### src/rtl/monochrome_ctrl.sv
// -----------------------------------------------------------------------------
// monochrome_ctrl
//
// Holds the monochrome conversion mode (0 colour, 1 green, 2 amber, 3 grey) in a
// ZX-Uno register. The mode can be written through the register or stepped by a
// hotkey pulse. Requests are parked as "pending" and committed only at the start
// of vertical sync, so a frame is never rendered in two modes. Each commit
// starts an OSD banner that lasts OSD_FRAMES vsync starts.
//
// Ports:
//   clk, rst_n           system clock, asynchronous active-low reset
//   zxuno_addr           selected ZX-Uno register address
//   zxuno_regrd          register read strobe
//   zxuno_regwr          register write strobe (one-cycle pulse)
//   din                  register write data (only din[1:0] is used)
//   dout, oe             read data {pending, 5'b0, next mode} and its enable
//   hotkey_cycle         one-cycle pulse requesting the next mode
//   vsync                vertical sync, polarity set by VSYNC_POL
//   monochrome_selection committed mode for the datapath (registered)
//   osd_show             OSD banner visible (registered)
//   osd_mode             mode shown in the banner, same as the committed mode
// -----------------------------------------------------------------------------
module monochrome_ctrl #(
  parameter logic [7:0] ADDR       = 8'h0D,
  parameter logic       VSYNC_POL  = 1'b0,
  parameter logic [7:0] OSD_FRAMES = 8'd50
) (
  input  logic       clk,
  input  logic       rst_n,
  input  logic [7:0] zxuno_addr,
  input  logic       zxuno_regrd,
  input  logic       zxuno_regwr,
  input  logic [7:0] din,
  output logic [7:0] dout,
  output logic       oe,
  input  logic       hotkey_cycle,
  input  logic       vsync,
  output logic [1:0] monochrome_selection,
  output logic       osd_show,
  output logic [1:0] osd_mode
);

  logic [1:0] active;
  logic [1:0] pend_mode;
  logic       pending;
  logic [7:0] osd_cnt;
  logic [7:0] osd_cnt_nxt;
  logic       vs_q;
  logic       vs_qq;
  logic       osd_show_q;

  logic       vs_start;
  logic       commit;
  logic       wr_hit;
  logic [1:0] next_mode;

  // vs_q/vs_qq are normalised to active-high, so a rising edge is a vsync start.
  assign vs_start  = vs_q & ~vs_qq;
  assign commit    = vs_start & pending;
  assign wr_hit    = zxuno_regwr & (zxuno_addr == ADDR);
  // Mode that will be in effect after the next commit.
  assign next_mode = pending ? pend_mode : active;

  always_comb begin
    // NOTE: every signal written in always_comb gets a default first, otherwise
    // a path that skips the assignment infers a latch.
    osd_cnt_nxt = osd_cnt;
    if (commit) begin
      osd_cnt_nxt = OSD_FRAMES;
    end else if (vs_start && (osd_cnt != 8'd0)) begin
      osd_cnt_nxt = osd_cnt - 8'd1;
    end
  end

  // NOTE: sequential state uses non-blocking assignments so every right-hand
  // side sees pre-edge values; the hotkey's next_mode and the commit's
  // pend_mode both rely on that.
  always_ff @(posedge clk or negedge rst_n) begin
    if (!rst_n) begin
      active     <= 2'd0;
      pend_mode  <= 2'd0;
      pending    <= 1'b0;
      osd_cnt    <= 8'd0;
      osd_show_q <= 1'b0;
      vs_q       <= 1'b0;
      vs_qq      <= 1'b0;
    end else begin
      vs_q       <= (vsync == VSYNC_POL);
      vs_qq      <= vs_q;
      osd_cnt    <= osd_cnt_nxt;
      osd_show_q <= (osd_cnt_nxt != 8'd0);

      if (commit) begin
        active  <= pend_mode;
        pending <= 1'b0;
      end

      // NOTE: a request in the commit cycle is placed after the commit so its
      // pending <= 1 overrides the clear; the last non-blocking write wins.
      if (wr_hit) begin
        pend_mode <= din[1:0];
        pending   <= 1'b1;
      end else if (hotkey_cycle) begin
        pend_mode <= next_mode + 2'd1;
        pending   <= 1'b1;
      end
    end
  end

  assign monochrome_selection = active;
  assign osd_mode             = active;
  assign osd_show             = osd_show_q;

  assign oe   = zxuno_regrd & (zxuno_addr == ADDR);
  assign dout = oe ? {pending, 5'b00000, next_mode} : 8'h00;

endmodule
### config.mk
export PLATFORM = sky130hd
export DESIGN_NAME = monochrome_ctrl
export DESIGN_NICKNAME = d
export VERILOG_FILES = /design/src/rtl/monochrome_ctrl.sv
export SDC_FILE = /design/constraint.sdc
export NUM_CORES = 1
export LEC_CHECK = 0
export ABC_AREA = 1
export ABC_CLOCK_PERIOD_IN_PS = 3000
export CAP_MARGIN = 20
export CORE_MARGIN = 2
export CORE_UTILIZATION = 30
export CTS_CLUSTER_DIAMETER = 60
export DETAILED_ROUTE_END_ITERATION = 16
export RECOVER_POWER = 100
export SKIP_CTS_REPAIR_TIMING = 1
export SYNTH_ARGS = -nofsm -noshare
export SYNTH_HDL_FRONTEND = slang
export SYNTH_SLANG_ARGS = --single-unit
### constraint.sdc
create_clock -name clk -period 3 [get_ports clk]
set_clock_uncertainty 0.05 [all_clocks]
set_input_delay 0.75 -clock clk [delete_from_list [all_inputs] [get_ports clk]]
set_output_delay 0.75 -clock clk [all_outputs]
set_load 0.005 [all_outputs]
==> metrics.cfg <==
[hold_path]
hold_depth=0
min_path_type=flip-flop to flip-flop
min_from=vs_q$_DFF_PN0_
holdPathEnd=vs_qq$_DFF_PN0_

[cts]
clk_latency_ns=0.28
h-tree-depth=1
cts.sinks=16
path_clk_slew_ns=0.09
tritoncts=done
cts_buffers=3
clock_path_buffers=2
root_buffer=clkbuf_4

[setup_path]
cp-end-kind=output port
regToRegSetupSlack_ns=1.11
rr_startpoint=osd_cnt[0]$_DFF_PN0_
cp.required_ns=2.20
critPathLaunchType=primary input
crit_chain=clkdlybuf4s50_1 -> nand2_1 -> nor3_1 -> nand2_1 -> inv_1 -> nand2_2 -> nor2_1 -> dlymetal6s2s_1
crit_top_cell=nand2_1
r2r_cells=12
cpMaxStageDelayCell=clkdlybuf4s50_1
crit_arrival_ns=1.89
r2r-end=osd_show$_DFF_PN0_
max_stage_delay_ns=0.45
critical_path_class=primary input to output port
crit_fanout=4

[floorplanning]
boundaryPins=36
rows=21
coreArea_um2=3390
chipHeight_um=63.7
initial_core_util_pct=31.6
die_w_um=63.7
dieArea_um2=4060

[logic_synthesis]
synth_area_um2=1070
avgSynthCellArea_um2=7.04
synth_warnings=0
ys_seq_elements=16
ys_types=19
syn_inst=152
yosysSeqAreaShare_pct=37.4

[power_and_ir_drop]
internal_power_uw=440
power_uw=686
power.switching_uw=246
pwr-share-comb_pct=36.9
worst_ir_drop_vdd_uv=306
swShare_pct=35.8
p_leak_nw=0.835
pwr-share-clk_pct=20.5
pwr-share-seq_pct=42.6
p_per_area_nw_per_um2=500

[route]
postRouteAntennaNets=0
routed_wl_um=2070
wire_per_inst_um=9.22
num_vias=936
drc_errors=0
dr.pass1.iters=4
vias_per_cell=4.18
drt-initial-drc-count=28

[global_routing]
grt_antenna_before_repair=0
first_global_vias=843
grt_overflow=0
grt_util_all_layers_pct=10.9
grt_max_degree=17
grt_pass1_wl_um=3550

[timing]
setup_viol=0
fmax_mhz=372
finalMaxSlewViolations=0
slew_headroom_pct=52.1
hold_viol_final=0
min_period_over_period_pct=89.6
fin_ws_ns=0.313
rsz0062_at_grt=no
min_period_ns=2.69
hold_ws_ns=0.343
worstMarginPinSlew_ns=0.716

[run_status]
outcome=finished, final reports clean

[layout]
regArea_um2=400
multiInputGateArea_um2=514
diodes=0
syn2layout_area_growth_pct=28.2
drive_gt1_share_pct=9.55
finalNetCount=203
fin_util_pct=40.5
nFillCells=347

[placement]
io_buffer_count=24
dp_hpwl_um=1680
gp_congestion=0.812
pre_cts_ws_ns=-0.0689

[run]
cap_violations=0

[registers in the layout (all words and copies together), names as in the netlist]
name and flops:
monochrome_selection 2, osd_cnt 8, osd_show 1, pend_mode 2
pending 1, vs_q 1, vs_qq 1
[critical path: cells and delay by family]
| kind | cells | cell delay, ns |
|---|---|---|
| buffers and inverters | 3 | 0.66 |
| AND/OR/NAND/NOR | 5 | 0.47 |
[Yosys cell counts]
cell | count | share of area (%)
nand4_1 | 2 | 1.2
o21a_1 | 1 | 0.70
o211ai_1 | 1 | 0.70
inv_1 | 25 | 8.8
buf_4 | 7 | 4.9
dfrtp_1 | 16 | 37
conb_1 | 1 | 0.35
xor2_1 | 2 | 1.6
nand3_1 | 8 | 3.7
nor2_4 | 4 | 4.2
nand3b_1 | 2 | 1.4
nor2_2 | 5 | 2.9
nor3_1 | 2 | 0.94
ha_1 | 2 | 2.3
nand2_1 | 53 | 19
nor2_1 | 9 | 3.2
o21ai_0 | 6 | 2.8
nand2_4 | 3 | 3.2
inv_2 | 3 | 1.1
[metrics by stage]
stage | std cells | TNS, ns | area, um2
2_1_floorplan | 156 | 0 | 1080
3_3_place_gp | 220 | -0.119 | 1340
3_5_place_dp | 220 | -0.199 | 1340
4_1_cts | 224 | -0.200 | 1370
5_1_grt | 224 | 0 | 1370
6_report | 224 | 0 | 1370
[final cells by class]
cell class	count	share of cell area [%]
Multi-Input combinational cell	105	37.5
Timing Repair Buffer	25	18.8
Inverter	28	7.66
Sequential cell	16	29.2
Tap cell	46	4.20
Clock buffer	4	2.65
[power by group through the flow]
| stage | sequential, mW | clock [mW] | combinational, mW |
|---|---|---|---|
| final | 0.292 | 0.141 | 0.253 |
| after global routing | 0.299 | 0.156 | 0.293 |
| after CTS | 0.293 | 0.146 | 0.268 |
| after detailed placement | 0.298 | 0 | 0.266 |
| after global placement | 0.296 | 0 | 0.261 |
| after floorplan | 0.291 | 0 | 0.194 |
[routing by layer]
metal / global-route usage [%] / vias up / routed length [um] / part of all wire [%]
li1: - / 496 / - / -
met1: 13.7 / 418 / 998 / 48
met2: 18.2 / 16 / 974 / 47
met3: 1.25 / 6 / 38 / 1.8
met4: 6.25 / 0 / 53 / 2.6
met5: 0 / - / 0 / 0
[how the worst max path moves through the flow]
stage,cells past startpoint,startpoint,to,slack [ns]
4_1_cts,8,zxuno_addr[3],dout[7],-0.07
5_1_grt,8,zxuno_addr[2],dout[7],0.09
3_5_place_dp,8,zxuno_addr[3],dout[7],-0.07
6_report,8,zxuno_addr[3],dout[7],0.31
3_3_place_gp,8,zxuno_addr[3],dout[7],-0.04
2_1_floorplan,7,zxuno_addr[1],dout[0],0.94
[cell usage in the layout (no fill, tap or decap)]
master and n:
dfrtp_1 16, nor3_2 1, clkbuf_4 4, clkbuf_8 1, conb_1 5, nand2_2 1
ha_1 2, inv_1 26, nand2_1 53, nor2_4 3, dlygate4sd3_1 7, nand3_1 8
o211ai_1 1, o21a_1 1, nor3_1 1, nand2_4 2, xor2_1 2, clkdlybuf4s50_1 13
nand3b_1 2, nor2_1 12, nor2_2 3, dlymetal6s2s_1 4, nand4_1 2, inv_2 2
o21ai_0 6
[cells by family after synthesis]
kind of cell | share of synthesized area, %
AO/OA/AOI/OAI | 4.21
AND/OR/NAND/NOR | 39.3
other | 0.351
adder cells (fa/ha/maj) | 2.34
buffers and inverters | 14.7
XOR/XNOR | 1.64
flip-flops | 37.4
No activity file was read; power rests on OpenSTA's default activity.
